## config.mk

```make
export PLATFORM = sky130hd
export DESIGN_NAME = traffic_lamp_driver
export DESIGN_NICKNAME = d
export VERILOG_FILES = /design/src/rtl/traffic_lamp_driver.sv
export SDC_FILE = /design/constraint.sdc
export NUM_CORES = 1
export LEC_CHECK = 0
export ABC_AREA = 0
export CAP_MARGIN = 0
export CORE_MARGIN = 1.5
export CORE_UTILIZATION = 49
export CTS_CLUSTER_DIAMETER = 150
export DETAILED_ROUTE_END_ITERATION = 7
export PLACE_DENSITY = 0.89
export SETUP_SLACK_MARGIN = 0.02
export SYNTH_ARGS = -nofsm -noshare
export SYNTH_HDL_FRONTEND = slang
export SYNTH_SLANG_ARGS = --single-unit
```

## constraint.sdc

```tcl
create_clock -name clk -period 4.8 [get_ports clk]
set_clock_uncertainty 0.05 [all_clocks]
set_input_delay 1.2 -clock clk [delete_from_list [all_inputs] [get_ports clk]]
set_output_delay 1.2 -clock clk [all_outputs]
set_load 0.005 [all_outputs]
```

## src/rtl/traffic_lamp_driver.sv

```systemverilog
// Registered lamp output stage for a two-direction intersection. It inserts an
// all-red clearance whenever a direction gains right-of-way and latches a fault
// that flashes red on both directions when a request is illegal or conflicting.
module traffic_lamp_driver #(
  parameter int CLEAR_CYCLES = 2,
  parameter int FLASH_HALF   = 4
) (
  input  logic       clk,
  input  logic       reset,
  input  logic [2:0] ns_req,
  input  logic [2:0] ew_req,
  input  logic       fault_clr,
  output logic [2:0] ns_lamp,
  output logic [2:0] ew_lamp,
  output logic       clearing,
  output logic       fault
);

  localparam int MAX_CNT = (CLEAR_CYCLES > FLASH_HALF) ? CLEAR_CYCLES : FLASH_HALF;
  localparam int CW      = $clog2(MAX_CNT) + 1;

  localparam logic [CW-1:0] CLEAR_LAST = CW'(CLEAR_CYCLES - 1);
  localparam logic [CW-1:0] FLASH_LAST = CW'(FLASH_HALF - 1);

  localparam logic [2:0] LAMP_RED    = 3'b100;
  localparam logic [2:0] LAMP_YELLOW = 3'b010;
  localparam logic [2:0] LAMP_GREEN  = 3'b001;
  localparam logic [2:0] LAMP_OFF    = 3'b000;

  typedef enum logic [1:0] {
    ST_ALL_RED,
    ST_RUN,
    ST_CLEAR,
    ST_FAULT
  } state_e;

  state_e        r_state;
  logic [CW-1:0] r_cnt;
  logic          r_phase;
  logic [2:0]    r_ns_lamp;
  logic [2:0]    r_ew_lamp;
  logic          r_clearing;
  logic          r_fault;

  state_e        w_state_nxt;
  logic [CW-1:0] w_cnt_nxt;
  logic          w_phase_nxt;
  logic [2:0]    w_ns_lamp_nxt;
  logic [2:0]    w_ew_lamp_nxt;
  logic          w_clearing_nxt;
  logic          w_fault_nxt;

  logic w_ns_valid;
  logic w_ew_valid;
  logic w_legal;
  logic w_entering;

  assign w_ns_valid = (ns_req == LAMP_RED) || (ns_req == LAMP_YELLOW) || (ns_req == LAMP_GREEN);
  assign w_ew_valid = (ew_req == LAMP_RED) || (ew_req == LAMP_YELLOW) || (ew_req == LAMP_GREEN);
  assign w_legal    = w_ns_valid && w_ew_valid && ((ns_req == LAMP_RED) || (ew_req == LAMP_RED));

  // A direction gains right-of-way when its lamp is red and its request is not.
  assign w_entering = ((r_ns_lamp == LAMP_RED) && (ns_req != LAMP_RED)) ||
                      ((r_ew_lamp == LAMP_RED) && (ew_req != LAMP_RED));

  always_ff @(posedge clk or posedge reset) begin
    if (reset) begin
      r_state    <= ST_ALL_RED;
      r_cnt      <= '0;
      r_phase    <= 1'b1;
      r_ns_lamp  <= LAMP_RED;
      r_ew_lamp  <= LAMP_RED;
      r_clearing <= 1'b1;
      r_fault    <= 1'b0;
    end else begin
      // NOTE: non-blocking assignments so every register samples pre-edge values.
      r_state    <= w_state_nxt;
      r_cnt      <= w_cnt_nxt;
      r_phase    <= w_phase_nxt;
      r_ns_lamp  <= w_ns_lamp_nxt;
      r_ew_lamp  <= w_ew_lamp_nxt;
      r_clearing <= w_clearing_nxt;
      r_fault    <= w_fault_nxt;
    end
  end

  always_comb begin
    // NOTE: defaults first so no path through the case leaves a latch behind.
    w_state_nxt = r_state;
    w_cnt_nxt   = r_cnt;
    w_phase_nxt = r_phase;
    unique case (r_state)
      ST_ALL_RED, ST_CLEAR: begin
        if (!w_legal) begin
          w_state_nxt = ST_FAULT;
          w_cnt_nxt   = '0;
          w_phase_nxt = 1'b1;
        end else if (r_cnt == CLEAR_LAST) begin
          w_state_nxt = ST_RUN;
          w_cnt_nxt   = '0;
        end else begin
          w_cnt_nxt = r_cnt + 1'b1;
        end
      end
      ST_RUN: begin
        if (!w_legal) begin
          w_state_nxt = ST_FAULT;
          w_cnt_nxt   = '0;
          w_phase_nxt = 1'b1;
        end else if (w_entering) begin
          w_state_nxt = ST_CLEAR;
          w_cnt_nxt   = '0;
        end
      end
      ST_FAULT: begin
        if (fault_clr && w_legal) begin
          w_state_nxt = ST_ALL_RED;
          w_cnt_nxt   = '0;
          w_phase_nxt = 1'b1;
        end else if (r_cnt == FLASH_LAST) begin
          w_cnt_nxt   = '0;
          w_phase_nxt = ~r_phase;
        end else begin
          w_cnt_nxt = r_cnt + 1'b1;
        end
      end
      default: begin
        w_state_nxt = ST_ALL_RED;
        w_cnt_nxt   = '0;
      end
    endcase
  end

  // Outputs are a function of the upcoming state so they land in registers.
  always_comb begin
    w_ns_lamp_nxt  = LAMP_RED;
    w_ew_lamp_nxt  = LAMP_RED;
    w_clearing_nxt = 1'b0;
    w_fault_nxt    = 1'b0;
    unique case (w_state_nxt)
      ST_ALL_RED, ST_CLEAR: w_clearing_nxt = 1'b1;
      ST_RUN: begin
        w_ns_lamp_nxt = ns_req;
        w_ew_lamp_nxt = ew_req;
      end
      ST_FAULT: begin
        w_fault_nxt = 1'b1;
        if (!w_phase_nxt) begin
          w_ns_lamp_nxt = LAMP_OFF;
          w_ew_lamp_nxt = LAMP_OFF;
        end
      end
      default: w_clearing_nxt = 1'b1;
    endcase
  end

  assign ns_lamp  = r_ns_lamp;
  assign ew_lamp  = r_ew_lamp;
  assign clearing = r_clearing;
  assign fault    = r_fault;

endmodule

```

# Word-level counts from Yosys, hierarchy flattened
# Index checks and enable logic that the tools add are counted.
[word_totals]
ff_bits = 14
latchBits = 0
mem_bits_rw = 0
rom_bits = 0
in_bits = 9
n_memories = 0
[classes]
add_sub_neg = 1
mul = 0
div_mod_pow = 0
n_lt_le_gt_ge = 0
eq_ne = 19
shift = 0
n_mux = 22
n_bitwise = 1
n_reduce_logical = 16
[ops]
columns = ["operator", "n"]
rows = [
  ["$mux 3", 7],
  ["$eq 3x3->1 const B", 4],
  ["$pmux 3 s2", 2],
  ["$mux 2", 5],
  ["$eq 3x1->1 const B", 3],
  ["$eq 3x2->1 const B", 3],
  ["$ne 3x3->1 const B", 3],
  ["$pmux 3 s3", 1],
  ["$eq 2x2->1 const B", 4],
  ["$logic_or 1x1->1", 6],
  ["$pmux 2 s3", 1],
  ["$logic_and 1x1->1", 5],
  ["$mux 1", 5],
  ["$eq 2x1->1 const B", 2],
  ["$logic_not 2->1", 2],
  ["$reduce_or 2->1", 2],
  ["$add 3x1->3 const B", 1],
  ["$reduce_or 3->1", 1],
  ["$pmux 1 s2", 1],
  ["$not 1->1", 1],
]

# Longest topological paths before layout
[depth]
ltp_word = 11
depth_mapped = 6
ltp_nobuf = 6

# Worst setup path before layout
# Ideal clock, no wire load.
[synth_timing]
path_kind = "input-to-reg"
start = "input ns_req[2]"
end = "register r_ns_lamp[2] (netlist: ns_lamp[2])"
setup_ps = 84
arrival_time_ps = 2500
required_ps = 4666
slack_ps = 2166
stages = 5
n_path_buf = 0
path_cell_list = "or3b_4 -> o32ai_1 -> o311ai_1 -> nand3_1 -> o32a_2"
[synth_via]
elab_chain_len = 10
word_cells_on_any_way = 24
[synth_lines]
columns = ["element", "line", "rtl"]
rows = [
  ["start, declared", "10", "input logic [2:0] ns_req,"],
  ["$eq 3x3->1 / $eq 3x2->1 (equally long branches)", "58, 60", ""],
  ["$logic_or 1x1->1 (2 in a row)", "58", "assign w_ns_valid = (ns_req == LAMP_RED) || (ns_req == LAMP_YELLOW) || (ns_req == LAMP_GREEN);"],
  ["$logic_and 1x1->1 (2 in a row)", "60", "assign w_legal = w_ns_valid && w_ew_valid && ((ns_req == LAMP_RED) || (ew_req == LAMP_RED));"],
  ["$logic_and 1x1->1", "116", "if (fault_clr && w_legal) begin"],
  ["$mux 2 / $mux 1 (equally long branches)", "116", ""],
  ["$pmux 2 s3 / $pmux 1 s2 (equally long branches)", "92", "unique case (r_state)"],
  ["$eq 2x2->1 (tied with other cells)", "140", "unique case (w_state_nxt)"],
  ["$pmux 3 s2 *", "140", ""],
  ["via w_ns_lamp_nxt[2]", "48", "logic [2:0] w_ns_lamp_nxt;"],
  ["end signal, assigned", "80", "r_ns_lamp <= w_ns_lamp_nxt;"],
  ["end, declared", "40", "logic [2:0] r_ns_lamp;"],
]
# The timed path passes the listed nets; every way through them passes the cells marked *.
# A chain may end at the register's enable or synchronous reset.

# Final worst setup path
# Ends and elaborated chain as after synthesis.

==> out/qor.csv <==
stage;metric;value;unit
run_status;outcome;completed;
die;initial core utilization;0.540;
clocking;number of resized instances in the post-cts repair step;0;
sta;Period Utilization, post-route;0.685;
clocking;Clock Sinks;14;
sta;worst slew slack as a fraction of its limit;0.434;
placed_design;detailed placement HPWL;1390;um
synthesis;Post-Syn Nets;96;
worst_setup_path;beginning of the worst register-to-register path;ns_lamp[2];
grt;GR met2 Demand/Resource;0.350;
power_and_ir_drop;Power per Cell Area;373;nW/um^2
sta;RSZ-0062 raised after global routing;no;
worst_setup_path;biggest fanout along the worst timing path;10;
clocking;count of H-tree levels built during CTS;1;
clocking;postcts setup bufs;0;
synthesis;post-synthesis register bit count;14;
sta;post-layout min period;3.29;ns
power_and_ir_drop;Psw;0.000123;W
die;die footprint;1950;sq um
synthesis;Synth area leader;dfrtp_1;
grt;antenna violations before repair;0;
worst_setup_path;endpoint kind of the worst setup timing path;register;
worst_setup_path;reg-to-reg endpoint;ew_lamp[1];
placed_design;routability-driven placement congestion ratio;0.818;
clocking;CTS root buf;clkbuf_4;
sta;Least-Margin Pin Slew;0.839;ns
worst_setup_path;sort of element at the start of the critical path;input port;
detailed_routing;drt wl/cell;15.2;um
die;I/O pin cnt;17;
power_and_ir_drop;switching power as a share of total power;0.321;
synthesis;largest cells by area after synthesis;dfrtp_1 (30%), dfstp_2 (13%), ha_1 (7.5%);
grt;number of global-route vias before repair;618;
hold_path;cell depth of the worst hold path;2;
die;Die H;44.2;um
sta;number of endpoints with negative hold slack in the final report;0;
power_and_ir_drop;combinational share of power;0.392;
clocking;TritonCTS clock tree;done;
die;core region area;1540;sq um
synthesis;netlist area before placement;832;sq um
grt;layer with the highest usage;met2;
hold_path;launch point of the worst hold path;r_phase;
cells_and_area;Reg area;355;sq um
synthesis;number of enable-type register cells in the synthesized netlist;0;
cells_and_area;antenna fix cells;0;
placed_design;IO buf count;16;
detailed_routing;Routed Wire Length;1760;um
detailed_routing;Remaining DRCs;0;
sta;setup TNS;0;ns
detailed_routing;via density per instance;6.16;
grt;met1 layer usage reported by global route;0.272;
worst_setup_path;register-to-register setup slack;3.03;ns
power_and_ir_drop;part of the total power dissipated in sequential elements;0.442;
cells_and_area;area growth from synthesis to final layout;23.0;%
worst_setup_path;critical path required time;4.95;ns
clocking;clock slew at the register clock pins of the worst setup and hold paths;0.08;ns
power_and_ir_drop;maximum vdd drop;0.000272;V
clocking;Hold-fix buffers, CTS;0;
grt;GRT Overall Usage;0.218;
hold_path;Tightest Hold Check Type;reg2reg;
worst_setup_path;Setup Crit Path Kind;in2reg;
synthesis;Post-Syn Area per Cell;10.1;sq um
synthesis;number of distinct library cells after synthesis;36;
detailed_routing;Iter 0 DRT Violations;12;
cells_and_area;fill count;126;
power_and_ir_drop;static leakage;0.427;nW
cells_and_area;share of layout cells above drive strength 1;0.130;
power_and_ir_drop;Total Power;0.000382;W
detailed_routing;number of detailed-route iterations in the first pass;4;
synthesis;Mapped Cells;82;
clocking;Inserted Clock Buffers;3;
clocking;buffer depth of the longest clock path;2;
worst_setup_path;worst endpoint data arrival time;3.44;ns
die;Site Rows;14;
cells_and_area;area occupied by multi-input gates;443;sq um
grt;aggregate global routing overflow;0;
sta;Final setup violation count;0;
detailed_routing;number of antenna-violating nets in the routed design;0;
synthesis;area fraction of the dominant cell type after synthesis;0.301;
sta;highest attainable clock frequency;304;MHz
detailed_routing;Vias;715;
grt;pin count of the biggest net entering global routing;15;
die;Die Width;44.2;um
synthesis;Yosys warning count;0;
grt;wire length of the first global-routing pass;2910;um
clocking;later-pin clock latency in the skew report;0.27;ns
sta;number of slew-limit violations in the final report;0;
grt;met3 global-route usage;0.0245;
flow_run;Max Cap Violations;0;
power_and_ir_drop;design internal power;0.000260;W
synthesis;Commonest cells post-synth;dfrtp_1 (10), nor2_1 (7), inv_1 (6);
power_and_ir_drop;part of the total power dissipated in the clock network;0.166;
synthesis;sequential share of the synthesized area;0.427;
synthesis;most common cell in the synthesized netlist;dfrtp_1;
synthesis;most used flip-flop cell after synthesis;dfrtp_1;
worst_setup_path;worst reg2reg path depth;5;
synthesis;async set-or-reset flop fraction in the synthesized netlist;1.00;
hold_path;Hold Path Sink;r_phase;
cells_and_area;fin nets;116;
-- cell families after synthesis --
kind of cell	Yosys count	synth area share
simple gates	34	0.254
compound gates	19	0.168
flops	14	0.427
buf+inv	7	0.0406
fa+ha+maj	5	0.0752
mux	2	0.0241
xor+xnor	1	0.0105
-- per-stage QoR --
stage                     instances  instance area, sq um   util  hold WS [ns]  setup slack, ns
after detailed placement        113                  1000  0.649         0.497             1.29
after global routing            116                  1020  0.664         0.532             1.42
final                           116                  1020  0.664         0.503             1.51
after global placement          113                  1000  0.649         0.467             1.38
after floorplan                  82                   832      -         0.440             2.17
after CTS                       116                  1020  0.664         0.507             1.57
-- metal layers --
metal	share of wire	vias to the layer above
li1	-	340
met1	0.44	351
met2	0.50	18
met3	0.027	6
met4	0.035	0
met5	0	-
-- sequential cells by signal, summed over array words and instances (netlist names) --
signal	flops
ew_lamp	3
clearing	1
ns_lamp	3
r_state	2
r_phase	1
fault	1
r_cnt	3
-- critical path, stage by stage --
cell             delay, ns
clkdlybuf4s50_1       0.55
or3b_4                0.44
o31ai_1               0.34
o31a_1                0.41
nand4_1               0.24
o32a_2                0.25
-- layout by cell type, fill, tap and decap left out, drive strengths merged, types with 3 or more instances in the layout --
cell,netlist,final
o21ai,4,4
nand2,4,4
clkbuf,0,3
ha,5,5
inv,6,6
clkdlybuf4s50,0,16
dfrtp,10,10
dfstp,4,4
and2,5,5
nand2b,3,3
nor2,7,7
-- worst max path at each step --
stage,startpoint,end,cells after the start,slack [ns]
2_1_floorplan,ns_req[2],ns_lamp[2],5,2.17
3_3_place_gp,ns_req[2],ns_lamp[2],6,1.38
3_5_place_dp,ns_req[2],ns_lamp[2],6,1.29
4_1_cts,ns_req[2],ns_lamp[2],6,1.57
5_1_grt,ns_req[2],ns_lamp[2],6,1.42
6_report,ns_req[2],ns_lamp[2],6,1.51
-- power groups by stage --
| stage | logic, W | clock network (W) | registers [W] |
|---|---|---|---|
| after floorplan | 0.0000988 | 0 | 0.000167 |
| after global placement | 0.000143 | 0 | 0.000169 |
| after detailed placement | 0.000150 | 0 | 0.000171 |
| after CTS | 0.000151 | 0.0000662 | 0.000169 |
| after global routing | 0.000166 | 0.0000704 | 0.000171 |
| final | 0.000150 | 0.0000635 | 0.000169 |
-- final cells by class --
type / instances / share of cell area
inverters: 6 / 0.0220
multi-input cells: 61 / 0.433
flip-flops and latches: 14 / 0.347
repair buffers: 16 / 0.156
well taps: 16 / 0.0196
clock buffers: 3 / 0.0220
(Power assumes the default switching activity.)
==> variant (config.mk and constraints unchanged) <==
Remove the register `r_clearing`: a continuous assignment takes its place, so the output `clearing` follows one clock earlier.
--- a/src/rtl/traffic_lamp_driver.sv
+++ b/src/rtl/traffic_lamp_driver.sv
@@ -71,5 +71,4 @@
       r_ns_lamp  <= LAMP_RED;
       r_ew_lamp  <= LAMP_RED;
-      r_clearing <= 1'b1;
       r_fault    <= 1'b0;
     end else begin
@@ -80,8 +79,9 @@
       r_ns_lamp  <= w_ns_lamp_nxt;
       r_ew_lamp  <= w_ew_lamp_nxt;
-      r_clearing <= w_clearing_nxt;
       r_fault    <= w_fault_nxt;
     end
   end
+
+  assign r_clearing = w_clearing_nxt;
 
   always_comb begin
Behaviour: not the same (Yosys sat finds a counterexample within 4 cycles, from zero or initial values and one cycle with reset high).
==> variant against the unedited design <==
- wire length fell by 1.2%
- register-to-register slack got worse by 0.08 ns
- utilization fell by 0.22 points
- cell count rose by 0.86%
- highest routed layer unchanged
- total power fell by 1.8%
- critical path depth did not move
- worst hold slack got worse by 0.021 ns
- sequential cell count fell by 1
- fmax fell by 29%
- design area fell by 1.5%
- synthesized area fell by 3.2%
- sequential share of layout area fell by 2.1 points
- worst setup slack got worse by 1.3 ns
- count of clock-buffer cells in the layout rose by 1
==> variant: results <==
set metrics [dict create \
    cts_max_level 1 \
    drive_gt1_share_pct 12.9 \
    grt_pass1_wl_mm 2.79 \
    irDropWorstVdd_mv 0.205 \
    root_buffer "clkbuf_4" \
    finalWirelength_mm 1.74 \
    routed_via_density 6.14 \
    status "finished clean" \
    crit_fanout 5 \
    synth_edf_count 0 \
    synth.distinct_cells 36 \
    cts_made_buffers 3 \
    synthCells 81 \
    worstPathArrival_ns 3.35 \
    drtIter0Drc 28 \
    ys_seq_area_share_pct 40.8 \
    diodes 0 \
    fillers 116 \
    r2r_setup_slack_ns 2.95 \
    place_hpwl_mm 1.29 \
    powerSeq_uw 160 \
    min_from "r_phase" \
    comb_cell_power_uw 147 \
    clockBufferDepth 2 \
    critPathCapture "clearing" \
    clkTransAtPathRegs_ns 0.08 \
    p_leak_nw 0.423 \
    grt_max_degree 14 \
    reg2reg_to "r_cnt[2]" \
    synth_top_cells_by_count "10 x dfrtp_1, 7 x nor2_1, 6 x inv_1" \
    yosysMostFrequentCell "dfrtp_1" \
    yosys_warnings 0 \
    rr_worst_depth 5 \
    drtPass1Iterations 4 \
    grt_usage_pct 20.4 \
    dp_cells 113 \
    grt_pass1_vias 633 \
    cts.repair.resized 0 \
    routed-via-count 718 \
    reg2reg_from "r_state[1]" \
    synthTopCellsByArea "dfrtp_1 31%, dfstp_2 9.8%, ha_1 7.8%" \
    antenna_found_initial 0 \
    place_ws_ns 0.215 \
    min_path_type "reg2reg" \
    slew_headroom_pct 34.6 \
    setup_viol 0 \
    synth_fp_nets 95 \
    postCtsSetupRepairBufs 0 \
    switching_share_pct 32.4 \
    holdPathEnd "r_phase" \
    clk_latency_ns 0.28 \
    gp_congestion 0.806 \
    port_buffers 16 \
    synth_top_area_share_pct 31.1 \
    ys_async_sr_fraction_pct 100 \
    min_path_cells 2 \
    crit_start "ns_req[2]" \
]
variant: changes by cell type in the layout (fill, tap and decap cells not counted), sizes merged:
cell / delta
buf: +1
clkbuf: +1
dfstp: -1
variant: area by class of cell:
type | instances | area (µm²) | area share (%)
multi-input combinational | 61 | 443 | 43.9
sequential | 13 | 329 | 32.6
timing repair buffer | 17 | 168 | 16.6
clock buffer | 4 | 26.3 | 2.61
inverter | 6 | 22.5 | 2.23
tap | 16 | 20.0 | 1.99
variant: per-stage QoR:
step | instance area, µm² | total power [mW] | hold slack, ns | utilization (%)
after CTS | 1010 | 0.379 | 0.490 | 66.2
after global placement | 982 | 0.301 | 0.459 | 64.4
final | 1010 | 0.375 | 0.481 | 66.2
after detailed placement | 982 | 0.308 | 0.476 | 64.4
after floorplan | 806 | 0.257 | 0.440 | -
after global routing | 1010 | 0.404 | 0.523 | 66.2
variant: routing by layer:
layer  share of wire (%)  GRT usage [%]  up-vias  wire [µm]
met2                  48           33.2       35        828
li1                    -              -      340          -
met5                   0              0        -          0
met3                 6.9           2.50        6        120
met1                  42           26.4      337        739
met4                 3.0           10.9        0         53
variant: cells by family (layout without fill, tap and decap cells):
logic type | count (synthesis) | count (layout) | synth area share, %
AO/OA/AOI/OAI | 19 | 19 | 17.4
AND/OR/NAND/NOR | 34 | 34 | 26.2
multiplexers | 2 | 2 | 2.48
adder cells (fa/ha/maj) | 5 | 5 | 7.76
buffers and inverters | 7 | 27 | 4.19
flip-flops | 13 | 13 | 40.8
XOR/XNOR | 1 | 1 | 1.09
variant: worst max-delay path, stage by stage:
cell and delay [ns]:
clkdlybuf4s50_1 0.52, or3b_4 0.43, o31ai_1 0.36, o31a_1 0.22
and2_2 0.13, clkdlybuf4s50_1 0.48
